<file path="src/rtl/sin_dds_gen.sv">
// DDS waveform generator: phase accumulator, quarter-wave sine ROM with folding, sine/cosine/square/triangle and amplitude scaling.
// Latency: 3 clk from the accepted-tick edge to out_valid; one sample per clk with back-to-back ticks.
// Backpressure: none; ticks are ignored while enable is low, and in-flight samples always drain.
module sin_dds_gen #(
  parameter int PHASE_W = 16,
  parameter int ADDR_W  = 8,
  parameter int OUT_W   = 16,
  parameter int AMP_W   = 8
) (
  input  logic                    clk,
  input  logic                    resetN,
  input  logic                    enable,
  input  logic                    sample_tick,
  input  logic                    phase_clr,
  input  logic [PHASE_W-1:0]      freq_word,
  input  logic [1:0]              mode,
  input  logic [AMP_W-1:0]        amp,
  output logic signed [OUT_W-1:0] wave_out,
  output logic                    out_valid,
  output logic                    phase_wrap
);

  localparam int M  = 1 << ADDR_W;
  localparam int QN = M / 4;
  localparam int KW = ADDR_W - 2;
  // Triangle slope: a quarter period of k maps onto the full output range.
  localparam int SH = OUT_W - 1 - KW;

  localparam logic [OUT_W-2:0]  FS_MAG = '1;
  localparam logic [ADDR_W-1:0] QN_I   = ADDR_W'(QN);
  localparam logic [KW:0]       QN_K   = (KW+1)'(QN);
  localparam logic [AMP_W-1:0]  U_A    = {1'b1, {(AMP_W-1){1'b0}}};

  typedef logic [OUT_W-2:0] tab_t [0:QN];

  // Quarter-wave table, evaluated once at elaboration; tab[QN] is exactly full scale.
  function automatic tab_t build_tab();
    tab_t t;
    real  pi;
    pi = 3.14159265358979323846;
    for (int j = 0; j <= QN; j++) begin
      t[j] = (OUT_W-1)'($rtoi(real'(FS_MAG) * $sin(2.0 * pi * j / M) + 0.5));
    end
    return t;
  endfunction

  localparam tab_t TAB = build_tab();

  // ---------------- phase accumulator / stage 1 inputs ----------------
  logic [PHASE_W-1:0] acc;
  logic               accept;
  logic [PHASE_W-1:0] p;
  logic [PHASE_W:0]   sum;
  logic [ADDR_W-1:0]  idx_nxt;

  assign accept  = enable & sample_tick;
  assign p       = phase_clr ? '0 : acc;
  assign sum     = {1'b0, p} + {1'b0, freq_word};
  // Cosine is sine read a quarter period ahead.
  assign idx_nxt = p[PHASE_W-1 -: ADDR_W] + ((mode == 2'd1) ? QN_I : '0);

  // Advance the phase on an accepted tick; a bare phase_clr just zeroes it.
  always_ff @(posedge clk or negedge resetN) begin
    if (!resetN) begin
      acc <= '0;
    end else if (accept) begin
      acc <= sum[PHASE_W-1:0];
    end else if (phase_clr) begin
      acc <= '0;
    end
  end

  logic              s1_vld;
  logic [ADDR_W-1:0] s1_idx;
  logic [1:0]        s1_mode;
  logic [AMP_W-1:0]  s1_amp;
  logic              s1_wrap;

  // Stage 1: capture table index and per-sample controls on the accepted tick.
  always_ff @(posedge clk or negedge resetN) begin
    if (!resetN) begin
      s1_vld  <= 1'b0;
      s1_idx  <= '0;
      s1_mode <= '0;
      s1_amp  <= '0;
      s1_wrap <= 1'b0;
    end else begin
      s1_vld <= accept;
      if (accept) begin
        s1_idx  <= idx_nxt;
        s1_mode <= mode;
        s1_amp  <= amp;
        s1_wrap <= sum[PHASE_W];
      end
    end
  end

  // ---------------- stage 2: fold quadrant into magnitude and sign ----------------
  logic [1:0]              q;
  logic [KW-1:0]           k;
  logic [KW:0]             k_eff;
  logic [OUT_W:0]          tri_raw;
  logic [OUT_W-2:0]        mag;
  logic signed [OUT_W-1:0] val;

  assign q       = s1_idx[ADDR_W-1 -: 2];
  assign k       = s1_idx[KW-1:0];
  // Odd quadrants run the quarter wave backwards.
  assign k_eff   = q[0] ? (QN_K - {1'b0, k}) : {1'b0, k};
  assign tri_raw = {{(OUT_W-KW){1'b0}}, k_eff} << SH;

  // Select magnitude per waveform; the triangle peak saturates one LSB below 2^(OUT_W-1).
  always_comb begin
    mag = '0;
    case (s1_mode)
      2'd0, 2'd1: mag = TAB[k_eff];
      2'd2:       mag = FS_MAG;
      default:    mag = (tri_raw > {2'b00, FS_MAG}) ? FS_MAG : tri_raw[OUT_W-2:0];
    endcase
    val = q[1] ? -$signed({1'b0, mag}) : $signed({1'b0, mag});
  end

  logic                    s2_vld;
  logic signed [OUT_W-1:0] s2_val;
  logic [AMP_W-1:0]        s2_amp;
  logic                    s2_wrap;

  // Stage 2 registers: signed sample plus the amplitude and wrap flag travelling with it.
  always_ff @(posedge clk or negedge resetN) begin
    if (!resetN) begin
      s2_vld  <= 1'b0;
      s2_val  <= '0;
      s2_amp  <= '0;
      s2_wrap <= 1'b0;
    end else begin
      s2_vld <= s1_vld;
      if (s1_vld) begin
        s2_val  <= val;
        s2_amp  <= s1_amp;
        s2_wrap <= s1_wrap;
      end
    end
  end

  // ---------------- stage 3: amplitude scaling ----------------
  logic [AMP_W-1:0]              amp_c;
  logic signed [OUT_W+AMP_W:0]   prod;
  logic signed [OUT_W-1:0]       wave_nxt;

  assign amp_c    = (s2_amp > U_A) ? U_A : s2_amp;
  assign prod     = $signed({{(AMP_W+1){s2_val[OUT_W-1]}}, s2_val})
                  * $signed({{(OUT_W+1){1'b0}}, amp_c});
  // Arithmetic shift floors toward -inf; |val| <= FS and amp_c <= U keep the result in range.
  assign wave_nxt = OUT_W'(prod >>> (AMP_W-1));

  // Output registers; wave_out holds the last sample between valids.
  always_ff @(posedge clk or negedge resetN) begin
    if (!resetN) begin
      wave_out   <= '0;
      out_valid  <= 1'b0;
      phase_wrap <= 1'b0;
    end else begin
      out_valid  <= s2_vld;
      phase_wrap <= s2_vld & s2_wrap;
      if (s2_vld) begin
        wave_out <= wave_nxt;
      end
    end
  end

endmodule

</file>
<file path="config.mk">
export PLATFORM = sky130hd
export DESIGN_NAME = sin_dds_gen
export DESIGN_NICKNAME = d
export VERILOG_FILES = /design/src/rtl/sin_dds_gen.sv
export SDC_FILE = /design/constraint.sdc
export NUM_CORES = 1
export LEC_CHECK = 0
export CORE_AREA = 2 2 142 144
export DETAILED_ROUTE_END_ITERATION = 12
export DIE_AREA = 0 0 144 146
export PLACE_DENSITY = 0.77
export SLEW_MARGIN = 10
export SYNTH_ARGS = -nofsm -noshare
export SYNTH_HDL_FRONTEND = slang
export SYNTH_SLANG_ARGS = --single-unit
</file>
<file path="constraint.sdc">
create_clock -name clk -period 6.65 [get_ports clk]
set_input_delay 0.665 -clock clk [delete_from_list [all_inputs] [get_ports clk]]
set_output_delay 0.665 -clock clk [all_outputs]
set_load 0.01 [all_outputs]
</file>
==> flow_summary_export.csv <==
group,metric,value,unit
global_routing,grt_pass1_vias,8740,
timing,setup_tns,0,ns
synthesis,ys_types,85,
floorplanning,dieArea,21000,um2
detailed_routing,vias,8898,
synthesis,synth_edf_count,0,
timing,finalWorstSetupSlack,0.662,ns
critical_path,critPathLaunchType,"flip-flop",
floorplanning,rows,51,
critical_path,r2r_start,"s2_amp[7]$_DFFE_PN0P_",
floorplanning,initial_core_util,54.6,%
timing,slew_headroom,34.7,%
clocking,cts_buffer_depth,2,
floorplanning,die_w,144,um
flow_run,maxCapViolations,0,
detailed_routing,drtPass1Iterations,6,
placed_design,gp_congestion,0.912,
synthesis,syn_nets,1417,
timing,period_needed,5.99,ns
critical_path,r2r_setup_slack,0.66,ns
synthesis,async_reset_ff_share,100,%
detailed_routing,wl_per_cell,16.8,um
clocking,postCtsHoldBufs,0,
placed_design,place_hpwl,18700,um
placed_design,place_ws,0.497,ns
timing,slew_violations,0,
floorplanning,die_h,146,um
critical_path,cp_max_fo,12,
clocking,clock-sinks,80,
power,power_leakage,5.21,nW
clocking,root_buffer,"clkbuf_16",
critical_path,r2r_cells,18,
critical_path,crit_type,"flip-flop to flip-flop",
clocking,post_cts_buffers,0,
clocking,cts_resized,0,
critical_path,startpoint,"s2_amp[7]$_DFFE_PN0P_",
run_status,status,"complete, no violations",
timing,rsz0062_at_grt,"false",
timing,whs,0.109,ns
synthesis,synth_area,10600,um2
synthesis,ys_top_cells_by_area,"dfrtp_1 19%, fa_1 18%, ha_1 8.4%",
power,powerDensity,415,nW/um2
synthesis,synthCells,1218,
detailed_routing,vias_per_cell,5.95,
clocking,worstSkewPairLatency,0.35,ns
global_routing,antenna_found_initial,0,
placed_design,portBuffers,48,
synthesis,synth_top_cell_by_area,"dfrtp_1",
synthesis,synth_ff_type,"dfrtp_1",
timing,tightestPinTransition,0.979,ns
cells_and_area,insertedDiodeCount,0,
floorplanning,core-area,19300,um2
global_routing,grt_max_degree,75,
placed_design,place_area,11200,um2
detailed_routing,drtAntennaViolNets,0,
timing,max_freq,167,MHz
cells_and_area,layout-drive-gt1-share,8.53,%
detailed_routing,wl,25100,um
cells_and_area,syn_to_final_growth,8.42,%
clocking,clkTransAtPathRegs,0.07,ns
critical_path,critPathCaptureType,"flip-flop",
worst_hold_path,hold_class,"input pin to asynchronous set/reset pin",
detailed_routing,drc,0,
global_routing,overflow,0,
cells_and_area,stdcell_area,11500,um2
critical_path,cp-endpoint,"wave_out[13]$_DFFE_PN0P_",
timing,setup_viol,0,
power,vdd_drop_max,207,uV
timing,hold_viol_final,0,
cells_and_area,utilization,59.3,%
global_routing,gr-usage-all-layers,24.8,%
synthesis,synth_area_per_cell,8.68,um2
clocking,htree_levels,3,
cells_and_area,fin_nets,1425,
timing,finalCritPeriodShare,90.0,%
synthesis,synth-seq-cells,80,
synthesis,yosysWarnings,0,
timing,skew,0.00748,ns
clocking,cts_tree,"built",
clocking,numCtsBuffers,9,
global_routing,grt_pass1_wl,42600,um
detailed_routing,drtIter0Drc,733,
critical_path,rr_endpoint,"wave_out[13]$_DFFE_PN0P_",
synthesis,synth_top_area_share,18.9,%
synthesis,synth_seq_area_share,18.9,%
critical_path,arrival,6.23,ns
critical_path,required,6.89,ns
floorplanning,io_pins,49,
[cell usage in the layout (no fill, tap or decap), types with 22 or more instances in the layout]
cell | synthesis | layout
buf_4 | 3 | 22
mux2_2 | 40 | 40
fa_1 | 97 | 97
nor2_1 | 50 | 50
nor2b_1 | 31 | 29
nor3_1 | 28 | 28
dfrtp_1 | 80 | 80
nand2_1 | 123 | 123
and2_1 | 73 | 73
o21ai_0 | 59 | 59
clkdlybuf4s50_1 | 0 | 47
a21oi_1 | 40 | 40
xnor2_1 | 27 | 26
inv_1 | 146 | 146
ha_1 | 71 | 71
[area by class of cell]
| cell class | instances | area [um2] |
|---|---|---|
| clock inverter | 7 | 61.3 |
| tap | 265 | 332 |
| inverter | 151 | 567 |
| clock buffer | 9 | 225 |
| fill | 1702 | 7880 |
| multi-input combinational | 915 | 7630 |
| timing repair buffer | 69 | 636 |
| sequential | 80 | 2000 |
[metrics by stage]
stage,total power (W),std cells
finish,0.00476,1496
global route,0.00533,1496
CTS,0.00477,1496
detailed placement,0.00425,1480
global placement,0.00411,1480
floorplan,0.00346,1218
[report_power, final]
group,switching (W),internal (W)
Sequential,0.000169,0.000622
Combinational,0.00194,0.00153
Clock,0.000228,0.000261
[routing by layer]
layer	wire length (um)	vias to the layer above	global-route usage [%]	part of all wire, %
met5	0	-	0	0
met4	554	0	7.55	2.2
met3	1470	42	4.57	5.9
met2	11800	320	39.5	47
met1	11200	4330	34.2	45
li1	-	4206	-	-
[sequential cells by signal (all words and copies together), names as in the netlist, 2 cells and up]
name	cells
wave_out	16
s2_amp	8
s1_mode	2
s1_amp	8
s2_val	16
s1_idx	8
acc	16
[critical path, cell delays in order (launching register included)]
cell and delay (ns):
dfrtp_1 0.49, nor2b_1 0.30, buf_4 0.25, nand2_1 0.09, fa_1 0.55, inv_1 0.06
fa_1 0.55, fa_1 0.45, fa_1 0.51, ha_1 0.36, o21a_1 0.21, o21ai_0 0.27
a21oi_1 0.12, a21boi_0 0.19, a221oi_1 0.67, o211ai_1 0.24, a21oi_1 0.22, xnor2_1 0.08
mux2_2 0.26
[worst min-delay path by stage]
stage                 from                  endpoint  slack [ns]
CTS                 resetN  wave_out[15]$_DFFE_PN0P_        0.10
detailed placement  resetN  wave_out[15]$_DFFE_PN0P_        0.48
finish              resetN  wave_out[15]$_DFFE_PN0P_        0.11
floorplan           resetN          acc[0]$_DFF_PN0_        0.37
global route        resetN  wave_out[15]$_DFFE_PN0P_        0.10
global placement    resetN  wave_out[14]$_DFFE_PN0P_        0.48
[kinds of logic after synthesis]
logic type | after synthesis | share of synthesized area, %
compound gates | 266 | 17.7
xor+xnor | 41 | 3.40
fa+ha+maj | 168 | 26.8
buf+inv | 223 | 8.93
flops | 80 | 18.9
mux | 44 | 4.64
simple gates | 396 | 19.6
[synth_stat cells, types with 10 or more instances]
master,instances
inv_1,146
nand2_1,123
fa_1,97
dfrtp_1,80
and2_1,73
ha_1,71
o21ai_0,59
nor2_1,50
a21oi_1,40
mux2_2,40
clkbuf_1,34
nor2b_1,31
nor3_1,28
xnor2_1,27
nand3_1,20
o211ai_1,18
a31oi_1,16
buf_2,16
a211oi_1,14
nand2b_1,14
xor2_1,14
buf_6,10
(Power assumes the default switching activity.)
